--- src/rtl/msi_dir_pkg.sv ---
// Shared definitions for the MSI home-node directory.
// Provides request/forward/reply message codes, directory state encoding
// and the controller FSM state enum.
package msi_dir_pkg;

  localparam int unsigned ProcW = 2;  // width of processor IDs on the wire

  // Request types (cache -> home)
  localparam logic [2:0] ReqReadMiss  = 3'b001;
  localparam logic [2:0] ReqWriteMiss = 3'b010;
  localparam logic [2:0] ReqUpgrade   = 3'b100;
  localparam logic [2:0] ReqWriteBack = 3'b101;

  // Forward types (home -> remote cache)
  localparam logic [2:0] FwdFetch    = 3'b011;
  localparam logic [2:0] FwdFetchInv = 3'b110;
  localparam logic [2:0] FwdInv      = 3'b111;

  // Reply types (home -> requester)
  localparam logic [1:0] RepDataValue  = 2'b01;
  localparam logic [1:0] RepUpgradeAck = 2'b10;

  typedef enum logic [1:0] {
    DirU = 2'b00,
    DirS = 2'b01,
    DirE = 2'b10
  } dirState_e;

  typedef enum logic [2:0] {
    StIdle,
    StLookup,
    StSendFwd,
    StWaitOwner,
    StReply
  } fsmState_e;

endpackage

--- src/rtl/dir_store.sv ---
// Directory entries (state, sharer mask, owner) plus the backing memory.
// Ports: Clock/Reset_n; addr selects the line for both the combinational
// read port (rdState/rdSharers/rdOwner/rdData) and the synchronous write
// port (dirWrEn updates the entry, memWrEn updates the data word).
// Reset clears every entry to Uncached and every memory word to 0.
module dir_store
  import msi_dir_pkg::*;
#(
  parameter int unsigned NUM_PROC = 3,
  parameter int unsigned ADDR_W   = 4,
  parameter int unsigned DATA_W   = 4
) (
  input  logic                Clock,
  input  logic                Reset_n,
  input  logic [ADDR_W-1:0]   addr,
  output dirState_e           rdState,
  output logic [NUM_PROC-1:0] rdSharers,
  output logic [ProcW-1:0]    rdOwner,
  output logic [DATA_W-1:0]   rdData,
  input  logic                dirWrEn,
  input  dirState_e           wrState,
  input  logic [NUM_PROC-1:0] wrSharers,
  input  logic [ProcW-1:0]    wrOwner,
  input  logic                memWrEn,
  input  logic [DATA_W-1:0]   wrData
);

  localparam int unsigned Depth = 2 ** ADDR_W;

  dirState_e           stateQ   [Depth];
  logic [NUM_PROC-1:0] sharersQ [Depth];
  logic [ProcW-1:0]    ownerQ   [Depth];
  logic [DATA_W-1:0]   memQ     [Depth];

  assign rdState   = stateQ[addr];
  assign rdSharers = sharersQ[addr];
  assign rdOwner   = ownerQ[addr];
  assign rdData    = memQ[addr];

  always_ff @(posedge Clock or negedge Reset_n) begin
    if (!Reset_n) begin
      for (int i = 0; i < Depth; i++) begin
        stateQ[i]   <= DirU;
        sharersQ[i] <= '0;
        ownerQ[i]   <= '0;
        memQ[i]     <= '0;
      end
    end else begin
      if (dirWrEn) begin
        stateQ[addr]   <= wrState;
        sharersQ[addr] <= wrSharers;
        ownerQ[addr]   <= wrOwner;
      end
      if (memWrEn) begin
        memQ[addr] <= wrData;
      end
    end
  end

endmodule

--- src/rtl/msi_directory_home.sv ---
// MSI home-node directory controller.
// Request side: ReqValid/ReqReady handshake with ReqProc/ReqType/ReqAddress/ReqData.
// Forward side: FwdValid pulse with FwdType/FwdTarget/FwdAddress; the owner
// answers Fetch/FetchInvalidate with FwdAck + FwdData.
// Reply side: RepValid pulse with RepProc/RepType/RepData.
// Error pulses for one cycle on a protocol violation.
module msi_directory_home
  import msi_dir_pkg::*;
#(
  parameter int unsigned NUM_PROC = 3,
  parameter int unsigned ADDR_W   = 4,
  parameter int unsigned DATA_W   = 4
) (
  input  logic                Clock,
  input  logic                Reset_n,
  input  logic                ReqValid,
  output logic                ReqReady,
  input  logic [ProcW-1:0]    ReqProc,
  input  logic [2:0]          ReqType,
  input  logic [ADDR_W-1:0]   ReqAddress,
  input  logic [DATA_W-1:0]   ReqData,
  output logic                FwdValid,
  output logic [2:0]          FwdType,
  output logic [NUM_PROC-1:0] FwdTarget,
  output logic [ADDR_W-1:0]   FwdAddress,
  input  logic                FwdAck,
  input  logic [DATA_W-1:0]   FwdData,
  output logic                RepValid,
  output logic [ProcW-1:0]    RepProc,
  output logic [1:0]          RepType,
  output logic [DATA_W-1:0]   RepData,
  output logic                Error
);

  fsmState_e           stateQ, stateD;
  logic [ProcW-1:0]    reqProcQ;
  logic [2:0]          reqTypeQ;
  logic [ADDR_W-1:0]   reqAddrQ;
  logic [DATA_W-1:0]   reqDataQ;
  // Outcome decided in LOOKUP, carried through the forward/reply states.
  logic [2:0]          fwdTypeQ, fwdTypeD;
  logic [NUM_PROC-1:0] fwdTargetQ, fwdTargetD;
  logic [1:0]          repTypeQ, repTypeD;
  logic [DATA_W-1:0]   repDataQ, repDataD;
  dirState_e           newStateQ, newStateD;
  logic [NUM_PROC-1:0] newSharersQ, newSharersD;
  logic [ProcW-1:0]    newOwnerQ, newOwnerD;
  logic                dirUpdQ, dirUpdD;

  dirState_e           curState, wrState;
  logic [NUM_PROC-1:0] curSharers, wrSharers;
  logic [ProcW-1:0]    curOwner, wrOwner;
  logic [DATA_W-1:0]   curData, wrData;
  logic                dirWrEn, memWrEn, error;

  dir_store #(
    .NUM_PROC (NUM_PROC),
    .ADDR_W   (ADDR_W),
    .DATA_W   (DATA_W)
  ) u_store (
    .Clock     (Clock),
    .Reset_n   (Reset_n),
    .addr      (reqAddrQ),
    .rdState   (curState),
    .rdSharers (curSharers),
    .rdOwner   (curOwner),
    .rdData    (curData),
    .dirWrEn   (dirWrEn),
    .wrState   (wrState),
    .wrSharers (wrSharers),
    .wrOwner   (wrOwner),
    .memWrEn   (memWrEn),
    .wrData    (wrData)
  );

  logic [NUM_PROC-1:0] reqMask, ownerMask, otherSharers;
  logic                procBad, isOwner, inSharers;

  assign reqMask      = NUM_PROC'(1) << reqProcQ;
  assign ownerMask    = NUM_PROC'(1) << curOwner;
  assign otherSharers = curSharers & ~reqMask;
  assign procBad      = 32'(reqProcQ) >= NUM_PROC;
  assign isOwner      = curOwner == reqProcQ;
  assign inSharers    = |(curSharers & reqMask);

  always_comb begin
    stateD      = stateQ;
    fwdTypeD    = fwdTypeQ;
    fwdTargetD  = fwdTargetQ;
    repTypeD    = repTypeQ;
    repDataD    = repDataQ;
    newStateD   = newStateQ;
    newSharersD = newSharersQ;
    newOwnerD   = newOwnerQ;
    dirUpdD     = dirUpdQ;
    error       = 1'b0;
    dirWrEn     = 1'b0;
    memWrEn     = 1'b0;
    wrState     = newStateQ;
    wrSharers   = newSharersQ;
    wrOwner     = newOwnerQ;
    wrData      = FwdData;
    unique case (stateQ)
      StIdle: if (ReqValid) stateD = StLookup;
      StLookup: begin
        stateD      = StReply;
        fwdTypeD    = FwdInv;
        fwdTargetD  = '0;
        repTypeD    = RepDataValue;
        repDataD    = curData;
        newStateD   = curState;
        newSharersD = curSharers;
        newOwnerD   = curOwner;
        dirUpdD     = 1'b1;
        if (procBad) begin
          error  = 1'b1;
          stateD = StIdle;
        end else begin
          case (reqTypeQ)
            ReqReadMiss: begin
              if (curState == DirE && !isOwner) begin
                fwdTypeD    = FwdFetch;
                fwdTargetD  = ownerMask;
                newStateD   = DirS;
                newSharersD = ownerMask | reqMask;
                stateD      = StSendFwd;
              end else if (curState == DirE) begin
                // Owner missing on its own line: flag it, answer from memory.
                error   = 1'b1;
                dirUpdD = 1'b0;
              end else begin
                newStateD   = DirS;
                newSharersD = curSharers | reqMask;
              end
            end
            ReqWriteMiss, ReqUpgrade: begin
              // An upgrade that lost its race is served exactly like a write miss.
              newStateD   = DirE;
              newOwnerD   = reqProcQ;
              newSharersD = reqMask;
              if (curState == DirS) begin
                if (reqTypeQ == ReqUpgrade && inSharers) begin
                  repTypeD = RepUpgradeAck;
                  repDataD = '0;
                end
                if (|otherSharers) begin
                  fwdTypeD   = FwdInv;
                  fwdTargetD = otherSharers;
                  stateD     = StSendFwd;
                end
              end else if (curState == DirE) begin
                if (!isOwner) begin
                  fwdTypeD   = FwdFetchInv;
                  fwdTargetD = ownerMask;
                  stateD     = StSendFwd;
                end else begin
                  dirUpdD = 1'b0;
                end
              end
            end
            ReqWriteBack: begin
              stateD = StIdle;
              if (curState == DirE && isOwner) begin
                dirWrEn   = 1'b1;
                wrState   = DirU;
                wrSharers = '0;
                wrOwner   = '0;
                memWrEn   = 1'b1;
                wrData    = reqDataQ;
              end else begin
                error = 1'b1;
              end
            end
            default: begin
              error  = 1'b1;
              stateD = StIdle;
            end
          endcase
        end
      end
      StSendFwd: stateD = (fwdTypeQ == FwdInv) ? StReply : StWaitOwner;
      StWaitOwner: begin
        if (FwdAck) begin
          memWrEn  = 1'b1;
          wrData   = FwdData;
          repDataD = FwdData;
          stateD   = StReply;
        end
      end
      StReply: begin
        dirWrEn = dirUpdQ;
        stateD  = StIdle;
      end
      default: stateD = StIdle;
    endcase
  end

  always_ff @(posedge Clock or negedge Reset_n) begin
    if (!Reset_n) begin
      stateQ      <= StIdle;
      reqProcQ    <= '0;
      reqTypeQ    <= '0;
      reqAddrQ    <= '0;
      reqDataQ    <= '0;
      fwdTypeQ    <= '0;
      fwdTargetQ  <= '0;
      repTypeQ    <= '0;
      repDataQ    <= '0;
      newStateQ   <= DirU;
      newSharersQ <= '0;
      newOwnerQ   <= '0;
      dirUpdQ     <= 1'b0;
    end else begin
      stateQ      <= stateD;
      fwdTypeQ    <= fwdTypeD;
      fwdTargetQ  <= fwdTargetD;
      repTypeQ    <= repTypeD;
      repDataQ    <= repDataD;
      newStateQ   <= newStateD;
      newSharersQ <= newSharersD;
      newOwnerQ   <= newOwnerD;
      dirUpdQ     <= dirUpdD;
      if (stateQ == StIdle && ReqValid) begin
        reqProcQ <= ReqProc;
        reqTypeQ <= ReqType;
        reqAddrQ <= ReqAddress;
        reqDataQ <= ReqData;
      end
    end
  end

  assign ReqReady   = stateQ == StIdle;
  assign FwdValid   = stateQ == StSendFwd;
  assign FwdType    = FwdValid ? fwdTypeQ : '0;
  assign FwdTarget  = FwdValid ? fwdTargetQ : '0;
  assign FwdAddress = FwdValid ? reqAddrQ : '0;
  assign RepValid   = stateQ == StReply;
  assign RepProc    = RepValid ? reqProcQ : '0;
  assign RepType    = RepValid ? repTypeQ : '0;
  assign RepData    = RepValid ? repDataQ : '0;
  assign Error      = error;

endmodule

--- config.mk ---
export PLATFORM = sky130hd
export DESIGN_NAME = msi_directory_home
export DESIGN_NICKNAME = d
export VERILOG_FILES = /design/src/rtl/msi_dir_pkg.sv /design/src/rtl/dir_store.sv /design/src/rtl/msi_directory_home.sv
export SDC_FILE = /design/constraint.sdc
export NUM_CORES = 1
export LEC_CHECK = 0
export BUFFER_PORTS_ARGS = -buffer_cell sky130_fd_sc_hd__buf_4
export CAP_MARGIN = 30
export CORE_UTILIZATION = 35
export DETAILED_ROUTE_END_ITERATION = 10
export SETUP_SLACK_MARGIN = 0.5
export SYNTH_ARGS = -nofsm -noshare
export SYNTH_HDL_FRONTEND = slang
export SYNTH_SLANG_ARGS = --single-unit
--- constraint.sdc ---
create_clock -name Clock -period 2.8 [get_ports Clock]
set_input_delay 0.14 -clock Clock [delete_from_list [all_inputs] [get_ports Clock]]
set_output_delay 0.14 -clock Clock [all_outputs]
set_load 0.005 [all_outputs]
Word level (Yosys, flattened, before mapping) --
Index checks and enable logic that the tools add are counted. W data, S select, Z words.
Cells by class: reduce and logical (&&, ||, !) cells 13, bitwise operators 6, magnitude comparators 3, shift operators 2, eq/ne operators 14, muxes and demuxes 107
Operators with widths (number):
- $mux W3 | 29
- $bwmux W32 | 2
- $bwmux W64 | 1
- $mux W4 | 14
- $bwmux W48 | 1
- $mux W2 | 24
- $pmux W3 S2 | 4
- $mux W1 | 18
- $bmux W2 S4 | 2
- $bmux W4 S4 | 1
- $demux W4 S4 | 1
- $bmux W3 S4 | 1
- $demux W3 S4 | 1
- $eq A3 B3 Y1 const B | 4
- $pmux W3 S4 | 1
- $eq A3 B2 Y1 const B | 3
- $demux W2 S4 | 1
- $pmux W4 S2 | 1
- $and A3 B3 Y3 | 2
- $eq A3 B1 Y1 const B | 2
- $or A3 B3 Y3 | 2
- $pmux W1 S2 | 3
- $reduce_or A3 Y1 | 2
- $shl A1 B2 Y3 const A | 2
- 17 further kinds | 23
Word-level totals: output and inout bits 22, bits of input ports 21, register bits 212, word-level logic and storage cells 222

Longest topological paths before layout --
Gate-level depths: netlist of run 1.
word-level depth 12, mapped depth 14, mapped depth without buffers 8

Cells and area by module --
Synthesis of run 1 repeated with hierarchy kept, for this count alone.
Second synthesis, totals: cells, all modules 757, area total of the unflattened synthesis 10373.7 um^2
By module, submodules not included:
- dir_store | times used 1, seq. area each 4404.2 um^2, area an instance 8094.0 um^2, cells each 509
- msi_directory_home | times used 1, seq. area each 900.9 um^2, area an instance 2279.7 um^2, cells each 248

Worst setup path after synthesis of run 1 --
No wires, ideal clock.
kind register to register, start point register reqAddrQ[0], end point register u_store.ownerQ[16] in the netlist's numbering, data arrival time 2.818 ns, path buffers 4, stages on the path, launching flop included 13, setup time 0.125 ns, period minus slack after synthesis 2.943 ns, path slack -0.143 ns, required time 2.675 ns, cells stage by stage dfrtp_1 buf_6 buf_6 mux4_2 a22oi_2 nand2_2 a21oi_2 o2111ai_4 or2_1 buf_6 buf_6 a21oi_4 mux2_2
Between the ends: longest elaborated chain between the ends 11, elaborated cells on any way between the ends 24, those cells by class order compare (2); eq/ne (2); mux (17); bitwise (1); reduce/logical (2)
Ends and longest elaborated chain:
- start, declared | RTL line msi_directory_home.sv:38 | logic [ADDR_W-1:0] reqAddrQ;
- start signal, assigned | RTL line msi_directory_home.sv:226 | reqAddrQ <= ReqAddress;
- $not A4 Y5 (implied by the code) (*) | RTL line dir_store.sv:35, dir_store.sv:37, dir_store.sv:52
- $bmux W2 S4 (on tied branches) | RTL line dir_store.sv:35, dir_store.sv:37
- $mux W2 (on tied branches) (2 in series) | RTL line dir_store.sv:35, dir_store.sv:37
- $eq A2 B2 Y1 (on tied branches) | RTL line msi_directory_home.sv:163, msi_directory_home.sv:83
- $logic_and A1 B1 Y1 | RTL line msi_directory_home.sv:163 | if (curState == DirE && isOwner) begin
- $mux W2 | RTL line msi_directory_home.sv:163
- $mux W2 | RTL line msi_directory_home.sv:119 | case (reqTypeQ)
- $mux W2 | RTL line msi_directory_home.sv:115 | if (procBad) begin
- $mux W2 | RTL line msi_directory_home.sv:103 | unique case (stateQ)
- $bwmux W32 | RTL line dir_store.sv:52 | ownerQ[addr] <= wrOwner;
- end signal, assigned by index | RTL line dir_store.sv:52
- end, declared | RTL line dir_store.sv:32 | logic [ProcW-1:0] ownerQ [Depth];
Every way passes the cells marked *; elsewhere a longest branch is shown, timed or not. The select of a mux whose other input is x is not followed. A chain may end at the register's enable or synchronous reset.

Worst setup path after layout of run 1 --
start point register reqAddrQ[0], end point output port Error
Between the ends: longest elaborated chain between the ends 11, elaborated cells on any way between the ends 18, those cells by class eq/ne (2); mux (12); bitwise (1); reduce/logical (3)
Ends and longest elaborated chain:
- $not A4 Y5 (implied by the code) (*) | RTL line dir_store.sv:35, dir_store.sv:37
- $bmux W2 S4 | RTL line dir_store.sv:37 | assign rdOwner = ownerQ[addr];
- $mux W2 (implied by the code) (2 in series) | RTL line dir_store.sv:37
- $eq A2 B2 Y1 | RTL line msi_directory_home.sv:83 | assign isOwner = curOwner == reqProcQ;
- $logic_not A1 Y1
- $logic_and A1 B1 Y1 | RTL line msi_directory_home.sv:121 | if (curState == DirE && !isOwner) begin
- $mux W1 | RTL line msi_directory_home.sv:121
- $pmux W1 S3 (*) | RTL line msi_directory_home.sv:119
- $mux W1 (*) | RTL line msi_directory_home.sv:115
- $mux W1 (*) | RTL line msi_directory_home.sv:103
- end, declared | RTL line msi_directory_home.sv:32 | output logic Error
Marks and branches as above.

==> flow_summary.yaml, run 1 <==
global_route:
  antenna_found_initial: 0
  grt_pass1_vias: 7376
  grt-ovfl-total: 0
  gr-max-usage-layer: "met2"
  gr-usage-met2_pct: 30.1
  grtUsageMet3_pct: 2.23
  grtUsageMet1_pct: 25.7
  grt_max_degree: 88
  gr-usage-all-layers_pct: 18.3
  grt_pass1_wl_mm: 43.8
route:
  antenna_left: 0
  viasPerCell: 5.33
  drc_errors: 0
  drtPass1Iterations: 5
  drt_iter0_markers: 546
  drt_wl_total_mm: 27.5
  wl_per_cell_um: 20.3
  num_vias: 7207
synth:
  syn_area_per_cell_um2: 13.2
  synth_area_um2: 10600
  synth_fp_nets: 820
  synth_cell_types: 62
  ys_seq_area_share_pct: 50.2
  yosys.area.top_type: "dfrtp_1"
  synthCells: 799
  yosys_warnings: 0
  synthTopCellsByCount: "dfrtp_1 (212), mux2_2 (186), mux4_2 (40)"
  yosys-top-cells-area: "dfrtp_1 (50%), mux2_2 (20%), mux4_2 (8.5%)"
  synth-seq-cells: 212
  synth_flop_cell: "dfrtp_1"
  synth_edf_count: 0
  synth_top_area_share_pct: 50.2
  async_reset_ff_share_pct: 100
  yosysMostFrequentCell: "dfrtp_1"
floorplan:
  die_w_um: 176
  core-area_um2: 29600
  ios: 43
  initial_core_util_pct: 35.6
  rows: 63
  dieArea_um2: 30900
  die_h_um: 176
critical_path:
  ff2ff_path_depth: 12
  critPathRequiredTime_ns: 2.66
  end_kind: "primary output"
  worst-setup-path-type: "reg -> out"
  worstPathMaxFanout: 5
  cp.arrival_ns: 2.99
  worst-r2r-setup-slack_ns: -0.30
  cp-start-kind: "register"
flow_run:
  cap_violations: 0
clock_tree:
  clkTransAtPathRegs_ns: 0.06
  cts_inserted_buffers: 24
  cts-root-buf: "clkbuf_16"
  htree_levels: 1
  tritoncts: "built"
  worstSkewPairLatency_ns: 0.52
  clockBufferDepth: 3
  clock-sinks: 212
timing:
  fmaxAchievable_mhz: 320
  max_slew_margin_pct: 43.7
  min_period_ns: 3.13
  max_slew.worst_pin.slew_ns: 0.835
  rsz0062_at_grt: "yes"
  finalHoldViolCount: 0
  period_share_pct: 112
  setup_ws_ns: -0.327
  slew_viol_final: 0
  skew_ns: 0.0135
  whs_ns: 0.0613
  finalSetupViolCount: 179
cells_and_area:
  final_area_um2: 13400
  nFillCells: 2687
  num_antenna_cells: 0
  syn_to_final_growth_pct: 27.3
  final_nets: 966
  multi_input_area_um2: 5150
  seq_area_um2: 5310
  drive_gt1_share_pct: 50.1
place:
  gp_congestion: 0.947
  port_buffers: 42
  postPlaceCellArea_um2: 12100
  dp_hpwl_mm: 18.6
power:
  sw_frac_of_total_pct: 33.7
  pwr-share-comb_pct: 37.2
  irDropWorstVdd_v: 0.000506
  internal_power_w: 0.00762
  p_sw_w: 0.00388
  seq_power_share_pct: 35.3
  clkPwrFrac_pct: 27.5
  power.leakage_nw: 6.23
  power.density_nw_per_um2: 855
worst_hold_path:
  min_path_cells: 4
  hold_class: "in -> reg"
run_status:
  status: "complete, but fails checks"
  violations: "negative setup slack"
==> what timing repair did <==
action | in CTS | in global routing
endpoints found under the setup margin | 196 | 204
gates cloned | 4 | 1
setup buffers | 9 | 5
pin swaps | 8 | 4
resized for setup | 25 | 28
endpoints found under the hold margin | 79 | 0
hold buffers | 19 | 0
==> cells by family (layout without fill, tap and decap cells) <==
kind of cell              after synthesis  after routing  share of synthesized area [%]
buffers and inverters                  67            226                           3.72
xor gates and xnor gates                1              1                         0.0829
AOI/OAI and AO/OA                      96             96                           6.53
and+or+nand+nor                       175            175                           8.76
muxes                                 248            252                           30.7
DFF                                   212            212                           50.2
==> placed cells by master (no fill, tap or decap), drive strengths merged, types with 7 or more instances in the layout <==
| cell type | synthesis | layout |
|---|---|---|
| a31oi | 7 | 7 |
| clkbuf | 25 | 38 |
| nand2 | 40 | 40 |
| dlygate4sd3 | 0 | 19 |
| a22oi | 9 | 9 |
| mux2 | 191 | 195 |
| and2 | 32 | 32 |
| inv | 7 | 8 |
| o22ai | 8 | 8 |
| nand3 | 34 | 34 |
| nor2 | 26 | 26 |
| mux4 | 40 | 40 |
| and3 | 11 | 11 |
| o21ai | 22 | 22 |
| buf | 34 | 156 |
| a21oi | 19 | 19 |
| dfrtp | 212 | 212 |
| mux2i | 17 | 17 |
==> metal layers <==
layer | vias up | wire, um
met4 | 0 | 448
li1 | 3249 | -
met1 | 3767 | 12700
met2 | 158 | 13300
met5 | - | 0
met3 | 33 | 1060
==> worst max-delay path: stages, from the launching register on <==
cell and delay [ns]:
dfrtp_2 0.43, buf_12 0.12, buf_6 0.08, mux4_2 0.49, a22oi_2 0.23, nand2_2 0.11
a21oi_4 0.17, o2111ai_4 0.16, buf_6 0.16, mux2i_2 0.15, o21ai_1 0.07, and2_1 0.15
buf_4 0.13
==> area by class of cell <==
cell class	instances	share of cell area (%)
Inverter	8	0.223
Clock buffer	38	5.31
Tap cell	390	3.63
Clock inverter	5	0.605
Sequential cell	212	39.5
Timing Repair Buffer	175	12.4
Multi-Input combinational cell	524	38.3
==> sequential cells by signal, indices dropped and copies added (netlist names), 3 cells and up <==
name              count
newSharersQ           3
reqAddrQ              4
stateQ                3
repDataQ              4
u_store.memQ         64
reqTypeQ              3
u_store.sharersQ     48
fwdTargetQ            3
u_store.ownerQ       32
u_store.stateQ       32
fwdTypeQ              3
reqDataQ              4
==> worst paths after layout <==
path	start	end
max	reqAddrQ[0]	Error
min	FwdAck	stateQ[0]
max reg2reg	reqAddrQ[0]	u_store.sharersQ[8]
min reg2reg	fwdTargetQ[1]	fwdTargetQ[1]
max in group asynchronous	Reset_n	u_store.memQ[6]
min in group asynchronous	Reset_n	u_store.sharersQ[34]
==> power groups by stage <==
| stage | Sequential, W | Combinational (W) | Clock (W) |
|---|---|---|---|
| 2_1_floorplan | 0.00391 | 0.00270 | 0 |
| 3_3_place_gp | 0.00408 | 0.00393 | 0 |
| 3_5_place_dp | 0.00410 | 0.00396 | 0 |
| 4_1_cts | 0.00405 | 0.00419 | 0.00325 |
| 5_1_grt | 0.00413 | 0.00459 | 0.00339 |
| 6_report | 0.00406 | 0.00427 | 0.00316 |
==> per-stage QoR <==
stage                     setup TNS (ns)  worst slack (ns)  util (%)  power (W)  cells
after floorplan                    -6.51           -0.0659         -    0.00661    799
after global placement            -50.58            -0.339      40.7    0.00801   1271
after detailed placement          -60.96            -0.394      40.7    0.00806   1271
after CTS                         -37.67            -0.336      44.9     0.0115   1346
after global routing              -61.31            -0.488      45.4     0.0121   1352
final                             -40.61            -0.327      45.4     0.0115   1352
(Power assumes the default switching activity.)
==> inputs of run 2 (changes only) <==
GPL_TIMING_DRIVEN = 0   (was unset)
SLEW_MARGIN = 20   (was unset)
==> run 2 against run 1 <==
  * Cell area rose by 5.3%
  * Final cell count is 1.6% higher
  * Flip-flop and latch count unchanged
  * Combinational power increased by 21%
  * Core utilization grew 2.4 points
  * Hold slack got worse by 0.020 ns
  * Clock skew shrank 0.0038 ns
  * Critical endpoint is now u_store.stateQ[21]
  * The flow still finishes with violations (negative setup slack)
  * Clock power is essentially flat
  * Via count grew 3.0%
  * Sequential share of layout area fell by 2.0 points
  * Global-route usage is 0.96 points higher
==> flow_summary.yaml, run 2 (synthesis gave the netlist of run 1 again) <==
cells_and_area:
  num_antenna_cells: 0
  nFillCells: 2615
  finalNonFillerCells: 1374
  largest_register: "u_store.memQ"
  drive_gt1_share_pct: 52.1
  seq_area_um2: 5310
  syn_to_final_growth_pct: 34.0
  final_nets: 991
  mostFrequentLayoutCells: "dfrtp_1 (211), mux2_2 (139), buf_4 (85)"
  reg_top3: "u_store.memQ (64), u_store.sharersQ (48)"
  final_area_um2: 14200
  layout_commonest_cell: "dfrtp_1"
  multi_input_area_um2: 5460
  largest_reg_flops: 64
critical_path:
  worstPathMaxFanout: 7
  worst-path-buf-inv: 2
  cp_slowest_cell: "dfrtp_2"
  cp-start-kind: "register"
  end_kind: "register"
  path_cells: "bufbuf_16 -> mux4_2 -> a22oi_2 -> nand2_2 -> a21oi_4 -> o2111ai_4 -> buf_4 -> o21ai_4 -> nand3_2 -> mux2_2"
  cp.arrival_ns: 3.63
  worst-setup-path-type: "reg -> reg"
  critPathRequiredTime_ns: 3.18
  critPathTopFamily: "compound AO/OA/AOI/OAI gates"
  critPathMaxStageDelay_ns: 0.47
run_status:
  violations: "negative setup slack"
  status: "complete, but fails checks"
timing:
  min_period_ns: 3.25
  max_slew.worst_pin.slew_ns: 0.857
  finalSetupViolCount: 189
  period_share_pct: 116
  fmaxAchievable_mhz: 308
  rsz0062_at_grt: "yes"
  max_slew_margin_pct: 42.4
  setup_ws_ns: -0.447
  finalHoldViolCount: 0
  skew_ns: 0.00970
  slew_viol_final: 0
floorplan:
  die_w_um: 176
  dieArea_um2: 30900
  die_h_um: 176
  rows: 63
  initial_core_util_pct: 35.6
  ios: 43
  core-area_um2: 29600
global_route:
  grt-ovfl-total: 0
  grt_pass1_vias: 7462
  grt_max_degree: 82
  antenna_found_initial: 0
  gr-usage-all-layers_pct: 19.2
  grt_pass1_wl_mm: 45.8
place:
  dp_hpwl_mm: 18.7
  gp_congestion: 0.908
  pre_cts_slack_ns: -0.853
  postPlaceCellArea_um2: 11500
  port_buffers: 42
  dp_cells: 1233
clock_tree:
  clockBufferDepth: 3
  cts-root-buf: "clkbuf_16"
  cts_inserted_buffers: 23
  clkTransAtPathRegs_ns: 0.06
  htree_levels: 1
  tritoncts: "built"
  clock-sinks: 212
  worstSkewPairLatency_ns: 0.50
route:
  wl_per_cell_um: 21.5
  drt_iter0_markers: 671
  antenna_left: 0
  drtPass1Iterations: 5
  drc_errors: 0
  viasPerCell: 5.40
  num_vias: 7425
  drt_wl_total_mm: 29.5
flow_run:
  cap_violations: 0
power:
  irDropWorstVdd_v: 0.000541
  power.leakage_nw: 6.46
  power.density_nw_per_um2: 872
worst_hold_path:
  hold_class: "in -> reg"
run 2: changes by cell type in the layout (fill, tap and decap cells not counted), sizes merged:
cell    previous run  this run
buf              156       159
clkbuf            38        58
mux2             195       191
inv                8         7
clkinv             2         3
bufbuf             0         1
bufinv             2         4
run 2: layout make-up:
type	count	share of cell area (%)
Inverter	8	0.212
Clock inverter	7	0.972
Tap cell	390	3.45
Buffer	59	4.26
Timing Repair Buffer	146	10.6
Clock buffer	32	4.45
Multi-Input combinational cell	520	38.6
Sequential cell	212	37.5
run 2: worst register-to-register path, stage by stage, from the launching register on:
cell and delay, ns:
dfrtp_2 0.47, bufbuf_16 0.30, mux4_2 0.35, a22oi_2 0.25, nand2_2 0.11, a21oi_4 0.18, o2111ai_4 0.21, buf_4 0.21
o21ai_4 0.25, nand3_2 0.38, mux2_2 0.41
run 2: final timing paths:
path                               start              endpoint  slack (ns)  depth (start not counted)
max in group asynchronous        Reset_n           repDataQ[0]        1.49                          4
max                          reqAddrQ[1]    u_store.stateQ[21]       -0.45                         10
min                               FwdAck             stateQ[1]        0.04                          4
min reg2reg                fwdTargetQ[0]         fwdTargetQ[0]        0.48                          2
min in group asynchronous        Reset_n  u_store.sharersQ[22]        0.17                          2
max reg2reg                  reqAddrQ[1]    u_store.stateQ[21]       -0.45                         10
run 2: what timing repair did:
action | 4_1_cts | 5_1_grt
pin swaps | 14 | 30
buffers inserted | 47 | 22
endpoints found under the hold margin | 83 | 0
gates cloned | 12 | 2
hold buffers | 19 | 0
endpoints found under the setup margin | 210 | 206
resized for setup | 169 | 58
run 2: power by group:
group / switching (W) / internal (W)
Clock: 0.00123 / 0.00193
Sequential: 0.000354 / 0.00365
Combinational: 0.00260 / 0.00257
run 2: layer usage:
layer | part of all wire (%) | wire length (um) | track usage, % | vias to the layer above
met5 | 0 | 0 | 0 | -
met4 | 1.8 | 530 | 4.06 | 0
met3 | 3.9 | 1150 | 2.10 | 45
met2 | 47 | 13900 | 31.1 | 195
met1 | 47 | 13900 | 27.8 | 3876
li1 | - | - | - | 3309
run 2: per-stage QoR:
step	TNS [ns]	power, W	hold slack (ns)	util, %
after detailed placement	-111.21	0.00769	0.120	38.9
after floorplan	-6.51	0.00661	-0.156	-
after CTS	-63.84	0.0119	0.0295	46.3
after global placement	-120.09	0.00763	0.345	38.7
after global routing	-86.71	0.0129	0.0801	47.8
final	-69.95	0.0123	0.0408	47.8
==> inputs of run 3 (changes only) <==
CORE_ASPECT_RATIO = 1.75   (was unset)
CORE_UTILIZATION = 30   (was 35)
==> run 3 against run 2 <==
  * The flow still finishes with violations (negative setup slack)
  * Clock-buffer cell count down 1
  * Register-to-register slack got worse by 0.06 ns
  * Power shrank 2.5%
  * Flip-flop and latch count did not move
  * Die area rose by 17%
  * Highest routed layer unchanged
  * Wire length is 5.7% higher
  * Critical path depth is 2 higher
  * Critical endpoint is now Error
==> flow_summary.yaml, run 3 (synthesis gave the netlist of run 1 again) <==
worst_hold_path:
  hold_class: "in -> async"
timing:
  min_period_ns: 3.32
  slew_viol_final: 0
  setup_ws_ns: -0.518
  skew_ns: 0.0165
  setup_tns_ns: -84.03
  fmaxAchievable_mhz: 301
  rsz0062_at_grt: "yes"
  max_slew_margin_pct: 44.1
  max_slew.worst_pin.slew_ns: 0.830
  finalSetupViolCount: 187
  period_share_pct: 118
  finalHoldViolCount: 0
global_route:
  grt_pass1_wl_mm: 47.4
  grt-ovfl-total: 0
  gr-usage-all-layers_pct: 17.7
  antenna_found_initial: 0
  grt_max_degree: 97
  grt_pass1_vias: 7958
cells_and_area:
  largest_reg_flops: 64
  final_area_um2: 14200
  reg_top3: "u_store.memQ (64), u_store.sharersQ (48)"
  nFillCells: 3176
  finalNonFillerCells: 1437
  final_nets: 984
  mostFrequentLayoutCells: "dfrtp_1 (211), mux2_2 (146), buf_4 (84)"
  multi_input_area_um2: 5530
  utilization_pct: 41.0
  largest_register: "u_store.memQ"
  drive_gt1_share_pct: 53.8
  num_antenna_cells: 0
  syn_to_final_growth_pct: 34.2
  layout_commonest_cell: "dfrtp_1"
  seq_area_um2: 5310
critical_path:
  ff2ff_path_depth: 13
  critPathMaxStageDelay_ns: 0.52
  cp.arrival_ns: 3.18
  cpMostUsedCell: "buf_6"
  cp-start-kind: "register"
  worst-setup-path-type: "reg -> out"
  worst-r2r-setup-slack_ns: -0.51
  critPathRequiredTime_ns: 2.66
  cp_slowest_cell: "mux4_2"
  worstPathMaxFanout: 4
  path_cells: "buf_6 -> buf_12 -> mux4_2 -> a22oi_2 -> nand2_2 -> a21oi_4 -> o2111ai_4 -> buf_6 -> mux2i_1 -> o21ai_1 -> and2_1 -> buf_4"
  end_kind: "primary output"
floorplan:
  rows: 90
  die_w_um: 144
  core-area_um2: 34600
  initial_core_util_pct: 30.6
  die_h_um: 250
  dieArea_um2: 36000
  ios: 43
power:
  power.leakage_nw: 6.41
  irDropWorstVdd_v: 0.000538
  total_power_w: 0.0120
  power.density_nw_per_um2: 849
clock_tree:
  cts-root-buf: "clkbuf_16"
  cts_inserted_buffers: 20
  clockBufferDepth: 3
  htree_levels: 1
  clock-sinks: 212
  clkTransAtPathRegs_ns: 0.07
  worstSkewPairLatency_ns: 0.52
  tritoncts: "built"
route:
  antenna_left: 0
  drt_iter0_markers: 374
  wl_per_cell_um: 21.7
  drc_errors: 0
  num_vias: 7339
  drtPass1Iterations: 5
  drt_wl_total_mm: 31.2
  viasPerCell: 5.11
place:
  gp_congestion: 0.880
  dp_hpwl_mm: 21.0
  dp_cells: 1304
  postPlaceCellArea_um2: 11600
  port_buffers: 42
run_status:
  status: "complete, but fails checks"
  violations: "negative setup slack"
flow_run:
  cap_violations: 0
-- run 3: cell types whose count changed in the layout (fill, tap and decap cells not counted), moves of 4 or more --
cell,delta
a21oi_1,-4
nand3_2,+4
mux2_4,-7
nand3_1,-6
mux2_2,+7
o21ai_1,+5
a21oi_2,+4
o21ai_0,-5
clkbuf_8,+5
buf_6,-6
-- run 3: area by class of cell --
class                           count  area share [%]
Buffer                             59            4.28
Clock buffer                       31            4.33
Clock inverter                      5           0.380
Inverter                            8           0.212
Multi-Input combinational cell    520            39.0
Sequential cell                   212            37.4
Tap cell                          460            4.06
Timing Repair Buffer              142            10.3
-- run 3: what timing repair did --
item	CTS	global route
setup endpoints to repair	214	201
gates resized for setup	181	50
endpoints found under the hold margin	134	0
cloned	7	4
pin swaps	29	24
hold buffers	19	0
setup buffers	46	21
-- run 3: critical path, delay by kind of cell, from the launching register on --
| family | cells | cell delay (ns) |
|---|---|---|
| compound gates | 4 | 0.77 |
| buf+inv | 4 | 0.56 |
| flops | 1 | 0.34 |
| mux | 2 | 0.66 |
| simple gates | 2 | 0.32 |
-- run 3: per-layer routing --
| metal | wire length, um | track usage [%] | share of wire, % | vias up |
|---|---|---|---|---|
| met1 | 11400 | 19.3 | 36 | 3842 |
| met4 | 1540 | 7.84 | 4.9 | 0 |
| met5 | 0 | 0 | 0 | - |
| met3 | 868 | 1.78 | 2.8 | 70 |
| li1 | - | - | - | 3276 |
| met2 | 17400 | 33.7 | 56 | 151 |
-- run 3: worst paths after layout --
| kind | from | endpoint |
|---|---|---|
| setup reg to reg | reqAddrQ[0] | u_store.sharersQ[14] |
| max in group asynchronous | Reset_n | u_store.memQ[38] |
| hold reg to reg | fwdTargetQ[0] | fwdTargetQ[0] |
| min in group Clock | FwdAck | stateQ[0] |
| hold / removal | Reset_n | u_store.sharersQ[43] |
| setup / recovery | reqAddrQ[0] | Error |
-- run 3: per-stage QoR --
stage / setup slack [ns] / hold WS, ns
2_1_floorplan: -0.0659 / -0.156
3_3_place_gp: -1.11 / 0.355
3_5_place_dp: -1.18 / 0.00191
4_1_cts: -0.492 / 0.0469
5_1_grt: -0.588 / 0.0635
6_report: -0.518 / 0.0501
-- run 3: power by group --
group | total, W | internal (W) | switching (W)
combinational | 0.00522 | 0.00252 | 0.00270
clock | 0.00281 | 0.00160 | 0.00121
sequential | 0.00400 | 0.00365 | 0.000347
total | 0.0120 | 0.00778 | 0.00426
